$ cat config.mk
export PLATFORM = sky130hd
export DESIGN_NAME = responder_ctrl_flat
export DESIGN_NICKNAME = d
export VERILOG_FILES = /design/src/rtl/responder_pkg.sv /design/src/rtl/responder_ctrl_if.sv /design/src/rtl/bcd_countdown.sv /design/src/rtl/responder_ctrl.sv /design/src/flat_wrapper.sv
export SDC_FILE = /design/constraint.sdc
export NUM_CORES = 1
export LEC_CHECK = 0
export ABC_AREA = 1
export BUFFER_PORTS_ARGS = -buffer_cell sky130_fd_sc_hd__buf_2
export CORE_MARGIN = 3
export CORE_UTILIZATION = 50
export CTS_CLUSTER_SIZE = 12
export DETAILED_ROUTE_END_ITERATION = 16
export GPL_TIMING_DRIVEN = 1
export PLACE_DENSITY = 0.69
export SLEW_MARGIN = 20
export SYNTH_ARGS = -nofsm -noshare
export SYNTH_HDL_FRONTEND = slang
export SYNTH_HIERARCHICAL = 1
export SYNTH_SLANG_ARGS = --single-unit
$ cat constraint.sdc
create_clock -name CLK -period 4.5 [get_ports CLK]
set_clock_uncertainty 0.1 [all_clocks]
set_input_delay 0.45 -clock CLK [delete_from_list [all_inputs] [get_ports CLK]]
set_output_delay 0.45 -clock CLK [all_outputs]
set_load 0.03 [all_outputs]
$ cat src/rtl/responder_pkg.sv
// Shared types and helpers for the quiz-responder controller: FSM states,
// BCD digit type and the button priority encoder.
package responder_pkg;

    typedef enum logic [1:0] {
        ST_IDLE    = 2'd0,
        ST_RUN     = 2'd1,
        ST_WIN     = 2'd2,
        ST_TIMEOUT = 2'd3
    } state_e;

    typedef logic [3:0] bcd_t;

    localparam int PLAYER_ID_W     = 4;
    localparam int NUM_PLAYERS_MAX = 9;

    typedef logic [PLAYER_ID_W-1:0] player_id_t;

    // Lowest set bit wins; bit i maps to player ID i+1, 0 when nothing is set.
    function automatic player_id_t prio_encode(input logic [NUM_PLAYERS_MAX-1:0] req);
        player_id_t id;
        id = '0;
        for (int i = NUM_PLAYERS_MAX - 1; i >= 0; i--) begin
            if (req[i]) id = player_id_t'(i + 1);
        end
        return id;
    endfunction

endpackage

$ cat src/rtl/responder_ctrl_if.sv
// Host/player/display signal bundle of the responder controller; the master
// side drives buttons and host controls, the slave side drives the display.
interface responder_ctrl_if #(parameter int NUM_PLAYERS = 8);

    logic                       Start;
    logic                       Clear;
    logic [NUM_PLAYERS-1:0]     Key_In;
    responder_pkg::player_id_t  Player_Number;
    responder_pkg::bcd_t        TimerH;
    responder_pkg::bcd_t        TimerL;
    logic                       Winner_Valid;
    logic                       Timeout;
    logic                       Running;
    logic                       Buzzer_Out;

    modport master (
        output Start, Clear, Key_In,
        input  Player_Number, TimerH, TimerL, Winner_Valid, Timeout, Running, Buzzer_Out
    );

    modport slave (
        input  Start, Clear, Key_In,
        output Player_Number, TimerH, TimerL, Winner_Valid, Timeout, Running, Buzzer_Out
    );

endinterface

$ cat src/rtl/bcd_countdown.sv
// Seconds prescaler plus a two-digit BCD down-counter. Load wins over counting;
// freeze suspends both prescaler and digits for the current cycle.
module bcd_countdown
    import responder_pkg::*;
#(
    parameter int   TICK_DIV = 50000000,
    parameter bcd_t START_H  = 4'd3,
    parameter bcd_t START_L  = 4'd0
) (
    input  logic CLK,
    input  logic RST,
    input  logic load_i,
    input  logic enable_i,
    input  logic freeze_i,
    output bcd_t tens_o,
    output bcd_t units_o,
    output logic expire_o,
    output logic zero_o
);

    localparam int PW = $clog2(TICK_DIV);
    localparam logic [PW-1:0] PRESC_LAST = PW'(TICK_DIV - 1);

    logic [PW-1:0] presc_q, presc_d;
    bcd_t          tens_q, tens_d;
    bcd_t          units_q, units_d;
    logic          tick;

    assign tick     = enable_i && !freeze_i && (presc_q == PRESC_LAST);
    assign expire_o = tick && (tens_q == 4'd0) && (units_q == 4'd1);
    assign zero_o   = (tens_q == 4'd0) && (units_q == 4'd0);
    assign tens_o   = tens_q;
    assign units_o  = units_q;

    always_comb begin
        // NOTE: every variable gets a default first so no path leaves it unassigned (no latch).
        presc_d = presc_q;
        tens_d  = tens_q;
        units_d = units_q;
        if (load_i) begin
            presc_d = '0;
            tens_d  = START_H;
            units_d = START_L;
        end else if (enable_i && !freeze_i) begin
            if (tick) begin
                presc_d = '0;
                if (units_q == 4'd0) begin
                    units_d = 4'd9;
                    tens_d  = tens_q - 4'd1;
                end else begin
                    units_d = units_q - 4'd1;
                end
            end else begin
                presc_d = presc_q + 1'b1;
            end
        end
    end

    // NOTE: state registers use non-blocking assignments so all flops update together.
    always_ff @(posedge CLK) begin
        if (RST) begin
            presc_q <= '0;
            tens_q  <= START_H;
            units_q <= START_L;
        end else begin
            presc_q <= presc_d;
            tens_q  <= tens_d;
            units_q <= units_d;
        end
    end

endmodule

$ cat src/rtl/responder_ctrl.sv
// Quiz-responder controller: arms a round on Start, arbitrates the first
// button press against a BCD countdown, then latches the winner and buzzes.
module responder_ctrl
    import responder_pkg::*;
#(
    parameter int   NUM_PLAYERS = 8,
    parameter int   TICK_DIV    = 50000000,
    parameter bcd_t START_H     = 4'd3,
    parameter bcd_t START_L     = 4'd0,
    parameter int   BUZZ_CYCLES = 25000000
) (
    input  logic                   CLK,
    input  logic                   RST,
    responder_ctrl_if.slave        bus
);

    localparam int BW = $clog2(BUZZ_CYCLES + 1);

    state_e                 state_q, state_d;
    player_id_t             player_q, player_d;
    logic                   buzz_on_q, buzz_on_d;
    logic [BW-1:0]          buzz_cnt_q, buzz_cnt_d;
    logic                   start_prev_q;
    logic [NUM_PLAYERS-1:0] key_prev_q;

    logic                   start_edge;
    logic [NUM_PLAYERS-1:0] key_edge;
    logic                   any_press;
    logic                   arm_buzzer;
    logic                   timer_expire;
    logic                   timer_zero;

    assign start_edge = bus.Start && !start_prev_q;
    assign key_edge   = bus.Key_In & ~key_prev_q;
    assign any_press  = (state_q == ST_RUN) && (|key_edge);

    bcd_countdown #(
        .TICK_DIV (TICK_DIV),
        .START_H  (START_H),
        .START_L  (START_L)
    ) u_timer (
        .CLK      (CLK),
        .RST      (RST),
        .load_i   (bus.Clear || (state_q == ST_IDLE)),
        .enable_i (state_q == ST_RUN),
        .freeze_i (any_press),
        .tens_o   (bus.TimerH),
        .units_o  (bus.TimerL),
        .expire_o (timer_expire),
        .zero_o   (timer_zero)
    );

    always_comb begin
        state_d    = state_q;
        player_d   = player_q;
        buzz_on_d  = buzz_on_q;
        buzz_cnt_d = buzz_cnt_q;
        arm_buzzer = 1'b0;

        if (buzz_on_q) begin
            if (buzz_cnt_q == '0) buzz_on_d  = 1'b0;
            else                  buzz_cnt_d = buzz_cnt_q - 1'b1;
        end

        if (bus.Clear) begin
            state_d    = ST_IDLE;
            player_d   = '0;
            buzz_on_d  = 1'b0;
            buzz_cnt_d = '0;
        end else begin
            case (state_q)
                ST_IDLE: begin
                    // A 00 start value is not a playable round, so it times out at once.
                    if (start_edge) begin
                        if (timer_zero) begin
                            state_d    = ST_TIMEOUT;
                            arm_buzzer = 1'b1;
                        end else begin
                            state_d = ST_RUN;
                        end
                    end
                end
                ST_RUN: begin
                    if (any_press) begin
                        state_d    = ST_WIN;
                        player_d   = prio_encode(NUM_PLAYERS_MAX'(key_edge));
                        arm_buzzer = 1'b1;
                    end else if (timer_expire) begin
                        state_d    = ST_TIMEOUT;
                        arm_buzzer = 1'b1;
                    end
                end
                default: ;
            endcase
        end

        if (arm_buzzer) begin
            buzz_on_d  = 1'b1;
            buzz_cnt_d = BW'(BUZZ_CYCLES - 1);
        end
    end

    always_ff @(posedge CLK) begin
        if (RST) begin
            state_q      <= ST_IDLE;
            player_q     <= '0;
            buzz_on_q    <= 1'b0;
            buzz_cnt_q   <= '0;
            start_prev_q <= 1'b0;
            key_prev_q   <= '0;
        end else begin
            state_q      <= state_d;
            player_q     <= player_d;
            buzz_on_q    <= buzz_on_d;
            buzz_cnt_q   <= buzz_cnt_d;
            start_prev_q <= bus.Start;
            key_prev_q   <= bus.Key_In;
        end
    end

    assign bus.Player_Number = player_q;
    assign bus.Winner_Valid  = (state_q == ST_WIN);
    assign bus.Timeout       = (state_q == ST_TIMEOUT);
    assign bus.Running       = (state_q == ST_RUN);
    assign bus.Buzzer_Out    = buzz_on_q;

endmodule

$ cat src/flat_wrapper.sv
// flat-port wrapper written by rule: the top's interface ports become plain ports
module responder_ctrl_flat import responder_pkg::*;
#(
    parameter int   NUM_PLAYERS = 8,
    parameter int   TICK_DIV    = 50000000,
    parameter bcd_t START_H     = 4'd3,
    parameter bcd_t START_L     = 4'd0,
    parameter int   BUZZ_CYCLES = 25000000
)
  (CLK, RST, bus_Start, bus_Clear, bus_Key_In, bus_Player_Number, bus_TimerH, bus_TimerL, bus_Winner_Valid, bus_Timeout, bus_Running, bus_Buzzer_Out);
  responder_ctrl_if #(.NUM_PLAYERS(NUM_PLAYERS)) bus_i ();
  input  logic CLK;
  input  logic RST;
  input wire logic [$bits(bus_i.Start)-1:0] bus_Start;
  input wire logic [$bits(bus_i.Clear)-1:0] bus_Clear;
  input wire logic [$bits(bus_i.Key_In)-1:0] bus_Key_In;
  output wire logic [$bits(bus_i.Player_Number)-1:0] bus_Player_Number;
  output wire logic [$bits(bus_i.TimerH)-1:0] bus_TimerH;
  output wire logic [$bits(bus_i.TimerL)-1:0] bus_TimerL;
  output wire logic [$bits(bus_i.Winner_Valid)-1:0] bus_Winner_Valid;
  output wire logic [$bits(bus_i.Timeout)-1:0] bus_Timeout;
  output wire logic [$bits(bus_i.Running)-1:0] bus_Running;
  output wire logic [$bits(bus_i.Buzzer_Out)-1:0] bus_Buzzer_Out;
  assign bus_i.Start = bus_Start;
  assign bus_i.Clear = bus_Clear;
  assign bus_i.Key_In = bus_Key_In;
  assign bus_Player_Number = bus_i.Player_Number;
  assign bus_TimerH = bus_i.TimerH;
  assign bus_TimerL = bus_i.TimerL;
  assign bus_Winner_Valid = bus_i.Winner_Valid;
  assign bus_Timeout = bus_i.Timeout;
  assign bus_Running = bus_i.Running;
  assign bus_Buzzer_Out = bus_i.Buzzer_Out;
  responder_ctrl #(.NUM_PLAYERS(NUM_PLAYERS), .TICK_DIV(TICK_DIV), .START_H(START_H), .START_L(START_L), .BUZZ_CYCLES(BUZZ_CYCLES)) u_core (.CLK(CLK), .RST(RST), .bus(bus_i));
endmodule
---- Yosys cells after proc, flatten, opt, wreduce, memory -nomap -nowiden ----
Cells that the tools add are included.
cells by class
  add/sub/neg operators ................... 4
  equality and inequality tests ........... 8
  multiplexer cells ....................... 29
  bitwise gates (word level) .............. 3
  reduce and logical (&&, ||, !) cells .... 26
operator list
  cell                                                                  count
  25-bit two-way mux                                                    4
  4-bit two-way mux                                                     9
  26-bit by 1-bit adder with 26-bit output, second input constant       1
  26-bit == test, second input constant                                 1
  26-bit two-way mux                                                    1
  25-bit zero test                                                      1
  25-bit by 1-bit subtractor with 25-bit output, second input constant  1
  1-bit two-way mux                                                     9
  8-bit AND                                                             1
  4-bit zero test                                                       2
  2-bit two-way mux                                                     4
  8-bit NOT                                                             1
  2-bit AND reduction                                                   4
  8-bit OR reduction                                                    1
  4-bit by 1-bit subtractor with 4-bit output, second input constant    2
  1-bit logical AND                                                     7
  3-bit AND reduction                                                   2
  2-bit == test, second input constant                                  2
  4-bit by 1-bit == test with 1-bit output, second input constant       1
  2-bit one-hot mux with 2 select lines                                 1
  2-bit OR reduction                                                    2
  3-bit by 1-bit != test with 1-bit output, second input constant       1
  3-bit by 2-bit != test with 1-bit output, second input constant       1
  3-bit nonzero test                                                    1
  other kinds (9)                                                       10
storage, ports and cells
  flip-flop bits (word level) ............. 75
  input bits .............................. 12
  output and inout bits ................... 16

---- Depth between registers and ports, before layout ----
  depth after elaboration ................. 15
  gate-level depth with buffers ........... 20
  depth with buffers taken out ............ 20

---- Modules after synthesis ----
The synthesis kept the hierarchy.
modules (own cells, without submodules)
  module          times used  cells an instance  area each (um^2)  seq. area each (um^2)
  responder_ctrl  1           391                2474.9            820.8
  bcd_countdown   1           314                2074.5            680.7

---- Worst setup path after synthesis ----
No wires, ideal clock.
  kind .................................... register to register
  start point ............................. register u_core.state_q[0]
  end point ............................... register u_core.buzz_cnt_q[20]
  data arrival time ....................... 2.467 ns
  setup slack ............................. 1.807 ns
  cell stages (with the launch flop) ...... 19
  path buffers ............................ 0
  period minus slack after synthesis ...... 2.693 ns
  cells stage by stage .................... dfxtp_1 > inv_1 > nor2_2 > a21boi_1 > inv_2 > nand2_2 > nor2_2 > nand2_2 > nor2_4 > nand2_4 > nor3_1 > inv_1 > nand3_1 > nand2_1 > nand2_4 > nand2_2 > inv_1 > nor2_1 > a21oi_1
between the ends
  cells in the longest elaborated chain, start to end .. 13
RTL lines
  element                                                                                   RTL line               text
  start: declaration                                                                        responder_ctrl.sv:19   state_e state_q, state_d;
  start signal: assignment                                                                  responder_ctrl.sv:112  state_q <= state_d;
  2-bit by 1-bit == test with 1-bit output (*)                                              -
  net bus_Running                                                                           flat_wrapper.sv:22     output wire logic [$bits(bus_i.Running)-1:0] bus_Running;
  1-bit logical AND (*)                                                                     responder_ctrl.sv:35   assign any_press = (state_q == ST_RUN) && (|key_edge);
  net u_core.any_press                                                                      responder_ctrl.sv:28   logic any_press;
  1-bit zero test (*)                                                                       bcd_countdown.sv:29    assign tick = enable_i && !freeze_i && (presc_q == PRESC_LAST);
  1-bit logical AND (*) (2 in a row)                                                        bcd_countdown.sv:29
  1-bit logical AND (*) (2 in a row)                                                        bcd_countdown.sv:30    assign expire_o = tick && (tens_q == 4'd0) && (units_q == 4'd1);
  net u_core.timer_expire                                                                   responder_ctrl.sv:30   logic timer_expire;
  1-bit two-way mux (*)                                                                     responder_ctrl.sv:88   end else if (timer_expire) begin
  1-bit two-way mux (*)                                                                     responder_ctrl.sv:84   if (any_press) begin
  1-bit one-hot mux with 2 select lines (*)                                                 responder_ctrl.sv:71   case (state_q)
  1-bit two-way mux (*)                                                                     responder_ctrl.sv:65   if (bus.Clear) begin
  3-bit by 2-bit != test with 1-bit output (no line) or 3-bit nonzero test (tied branches)  -
  2-bit AND reduction (no line)                                                             -
  end signal: assignment                                                                    responder_ctrl.sv:115  buzz_cnt_q <= buzz_cnt_d;
  end: declaration                                                                          responder_ctrl.sv:22   logic [BW-1:0] buzz_cnt_q, buzz_cnt_d;
The timed path passes the listed nets; every way through them passes the cells marked *.
A chain may end at the register's enable or synchronous reset.

---- Worst setup path after layout ----
  start point ............................. register u_core.state_q[0]
  end point ............................... register u_core.buzz_cnt_q[20]
between the ends
  cells in the longest elaborated chain, start to end .. 13
RTL lines
  element                                                                                   RTL line
  2-bit by 1-bit == test with 1-bit output (*)                                              responder_ctrl.sv:35
  1-bit logical AND (*)                                                                     responder_ctrl.sv:35
  net u_core.any_press                                                                      responder_ctrl.sv:28
  1-bit zero test (*)                                                                       bcd_countdown.sv:29
  1-bit logical AND (*) (2 in a row)                                                        bcd_countdown.sv:29
  1-bit logical AND (*) (2 in a row)                                                        bcd_countdown.sv:30
  net u_core.timer_expire                                                                   responder_ctrl.sv:30
  1-bit two-way mux (*)                                                                     responder_ctrl.sv:88
  1-bit two-way mux (*)                                                                     responder_ctrl.sv:84
  1-bit one-hot mux with 2 select lines (*)                                                 responder_ctrl.sv:71
  1-bit two-way mux (*)                                                                     responder_ctrl.sv:65
  3-bit by 2-bit != test with 1-bit output (no line) or 3-bit nonzero test (tied branches)  -
  2-bit AND reduction (no line)                                                             -
Marks and branches as above.

==> results.md <==
Finish:
- The leading cell type in the layout, fill and taps excluded is sky130_fd_sc_hd__nand2_1.
- After the last flow step, the layout net total stands at 751.
- The number of diodes is 0.
- The area added between synthesis and finish is 8.50%.
- The library cells used most frequently in the layout, excluding fill and tap cells, are sky130_fd_sc_hd__nand2_1 (154), sky130_fd_sc_hd__nor2_1 (134), sky130_fd_sc_hd__inv_1 (101).
- The post-route netlist has 14.2% of its cells at a drive strength greater than 1.
- The final non-filler cell total is 847.

Global routing:
- The number of antenna violations at the first check in global routing is 0.
- The total overflow left after global routing is 0.
- The via count of the first global-routing pass came to 3970.
- The largest net degree at the start of global routing is 27.
- Global routing used 21.1% of the available tracks.
- The wire length of the first global-routing pass is 17.8 mm.

Logic synthesis:
- The share of synthesized cell area in full adder, half adder and majority cells is 1.38%.
- The synthesized netlist devotes 7.21% of its cell area to compound gates.
- The post-synth net total is 722.
- The mapped netlist covers 4550 sq um.
- Summing the sequential cell areas from Yosys gives 33.0% of the chip area.
- After synthesis the netlist holds a flip-flop and latch count of 75.
- The share of flip-flops with an asynchronous set or reset is 0%.
- The post-synthesis area per instance is 6.45 sq um.
- The most used flip-flop cell after synthesis is sky130_fd_sc_hd__dfxtp_1.
- The xor and xnor area share after synthesis is 2.89%.
- By area the synthesized netlist is led by sky130_fd_sc_hd__dfxtp_1 (33%), sky130_fd_sc_hd__nand2_1 (13%), sky130_fd_sc_hd__nor2_1 (11%).
- The number of enable-type register cells in the synthesized netlist is 0.
- The share of synthesized area in the top cell type comes to 33.0%.
- Synthesis produced 705 cells.
- The warning count from the yosys run is 6.
- The synthesized netlist devotes 45.4% of its cell area to simple gates.
- The distinct cell type count of the synthesized netlist is 38.
- Multiplexer cells account for 0% of the synthesized area.
- The library cell with the largest summed area after synthesis is sky130_fd_sc_hd__dfxtp_1.
- The dominant combinational cell family by area after synthesis is simple AND/OR/NAND/NOR gates.

Die:
- The floorplan step set the die height to 101 um.
- After floorplanning, the core was divided into 34 placement rows.
- The number of ports placed on the die boundary is 28.
- The initial core utilization is 51.9%.
- The overall die area is 10300 sq um.
- The die outline width is 101 um.
- In this run the standard cell core region covers 8760 sq um.

STA:
- Setup repair after global routing left no endpoint under its margin.
- Timing would allow up to 331 MHz.
- The number of max-slew violations in the final report was 0.
- The number of hold violations in the final report is 0.
- The post-route setup TNS is 0 ns.
- In this run the tightest slew margin relative to its limit is 51.2%.
- The worst-margin pin slew is 0.727 ns.
- The part of the cycle the worst path needs is 67.2%.
- The final number of setup-violating endpoints is 0.
- The minimum clock period is 3.02 ns.

CTS:
- The maximum root-to-sink buffer count is 2.
- The CTS buffer count is 9.
- The clock tree root driver cell is sky130_fd_sc_hd__clkbuf_8.
- The number of clock sinks is 75.
- Post-CTS repair changed the size of 0 cells.
- The H-tree generated during clock tree synthesis spans 3 levels.
- Clock latency on the worst-skew pair, taken at its later pin, is 0.35 ns.
- Buffers added to address setup during post-CTS repair amount to 0.
- The CTS tree is yes.
- The hold buffer count at cts is 0.
- The clock slew seen by the registers of the worst setup and hold paths is 0.08 ns.

Power:
- IR analysis of the VDD net gives a maximum drop of 0.000144 V.
- Summed over all cells, the static leakage comes to 2.31 nW.
- The power per cell area is 271 nW/um^2.

Route:
- The number of routed nets with antenna violations is 0.
- The post-detailed-route via-to-cell ratio is 5.09.
- Detailed routing inserted a total of 4309 vias.
- The iteration count of the initial detailed-routing pass is 7.
- Dividing the detail-routed wire length by the instance count gives 12.0 um.
- Summed over all layers, the routed wires come to 10.1 mm.
- The detailed-route DRC error count is 0.
- In this run, the number of DRC markers left after iteration 0 of detailed routing was 215.

Placed design:
- The final weighted congestion of routability-driven global placement is 0.889.
- The HPWL after detailed placement is 7.73 mm.
- The port buffer count is 27.
- The number of placed instances, taps included is 831.

Min path:
- The kind of path behind the tightest hold check is in -> reg.

Worst setup path:
- For the worst setup path, the data arrival time is 3.13 ns.
- The biggest fanout along the worst timing path is 10.
- The worst setup path is captured at a flop.
- The critical path class is reg -> reg.
- The worst setup path is launched from a flop.
- For the worst setup path, the data required time is 4.61 ns.

Flow run:
- The count of maximum capacitance violations is 0.

Run status:
- The run finished with clean final reports.
## worst max-delay path: stages (launching register included)
cell                       delay (ns)
sky130_fd_sc_hd__dfxtp_1         0.42
sky130_fd_sc_hd__inv_1           0.07
sky130_fd_sc_hd__nor2_2          0.26
sky130_fd_sc_hd__a21boi_1        0.46
sky130_fd_sc_hd__inv_2           0.08
sky130_fd_sc_hd__nand2_2         0.15
sky130_fd_sc_hd__nor2_2          0.06
sky130_fd_sc_hd__nand2_2         0.10
sky130_fd_sc_hd__nor2_4          0.06
sky130_fd_sc_hd__nand2_4         0.10
sky130_fd_sc_hd__nor3_1          0.05
sky130_fd_sc_hd__inv_1           0.06
sky130_fd_sc_hd__nand3_1         0.10
sky130_fd_sc_hd__nand2_1         0.12
sky130_fd_sc_hd__nand2_4         0.08
sky130_fd_sc_hd__nand2_2         0.18
sky130_fd_sc_hd__inv_1           0.20
sky130_fd_sc_hd__nor2_1          0.15
sky130_fd_sc_hd__a21oi_1         0.07
## synth_stat cells (2+ instances only)
master                     instances
sky130_fd_sc_hd__nand2_2          13
sky130_fd_sc_hd__nand4_1          23
sky130_fd_sc_hd__nand3_1          41
sky130_fd_sc_hd__a21oi_1          35
sky130_fd_sc_hd__nand2_4           7
sky130_fd_sc_hd__nor2_2           16
sky130_fd_sc_hd__nor3_1           19
sky130_fd_sc_hd__inv_1           101
sky130_fd_sc_hd__nor3b_1           3
sky130_fd_sc_hd__xor2_1           12
sky130_fd_sc_hd__buf_2             3
sky130_fd_sc_hd__nor2_1          134
sky130_fd_sc_hd__nand3b_1          4
sky130_fd_sc_hd__nor2_8            2
sky130_fd_sc_hd__o32ai_1           2
sky130_fd_sc_hd__nand2_1         154
sky130_fd_sc_hd__clkbuf_1          4
sky130_fd_sc_hd__o21ai_2           2
sky130_fd_sc_hd__nand3_2           3
sky130_fd_sc_hd__buf_6             2
sky130_fd_sc_hd__o21ai_0          16
sky130_fd_sc_hd__inv_2             5
sky130_fd_sc_hd__ha_1              5
sky130_fd_sc_hd__nor2_4            9
sky130_fd_sc_hd__xnor2_1           3
sky130_fd_sc_hd__dfxtp_1          75
## layer usage
metal,track usage [%],part of all wire [%]
met3,4.06,4.5
met5,0,0
met2,33.0,45
met4,6.03,1.0
met1,29.8,50
## cell families (layout without fill, tap and decap cells)
logic type | Yosys count | after routing
simple gates | 433 | 433
buf+inv | 117 | 151
flops | 75 | 75
compound gates | 60 | 60
xor+xnor | 15 | 15
fa+ha+maj | 5 | 5
## report_power, final
part	switching, mW	internal, mW	leakage, nW	total, mW
registers	0.00888	0.674	0.608	0.683
logic	0.130	0.0644	1.62	0.194
clock network	0.259	0.200	0.0787	0.459
total	0.397	0.939	2.31	1.34
## state kept, by name, summed over array words and instances (netlist names)
name and flops:
u_core/u_timer/units_o 4, u_core/bus.Buzzer_Out 1, u_core/state_q 2, u_core/buzz_cnt_q 25, u_core/start_prev_q 1, u_core/u_timer/tens_o 4
u_core/key_prev_q 8, u_core/bus.Player_Number 4, u_core/u_timer/presc_q 26
## stage by stage
step	hold slack, ns	area (sq um)	worst slack, ns	utilization (%)	total power, mW
floorplan	0.343	4550	1.81	-	0.850
global placement	0.352	4770	1.51	54.4	0.890
detailed placement	0.357	4770	1.43	54.4	0.892
CTS	0.191	4940	1.50	56.3	1.36
global route	0.189	4940	1.15	56.3	1.42
finish	0.213	4940	1.48	56.3	1.34
## path summary, 6_finish.rpt
path	from	end	slack, ns	cells past startpoint
hold reg to reg	u_core/buzz_cnt_q[23]	u_core/buzz_cnt_q[23]	0.38	2
setup reg to reg	u_core/state_q[0]	u_core/buzz_cnt_q[20]	1.48	18
hold / removal	bus_Key_In[3]	u_core/key_prev_q[3]	0.21	3
setup / recovery	u_core/state_q[0]	u_core/buzz_cnt_q[20]	1.48	18
## area by class of cell
cell class	instances	area, sq um
clock buffers	10	128
clock inverters	6	41.3
fillers	882	3830
inverters	107	402
multi-input cells	513	2590
flip-flops and latches	75	1500
well taps	108	135
repair buffers	28	143
Note: power is estimated with default switching activity, not from simulation.
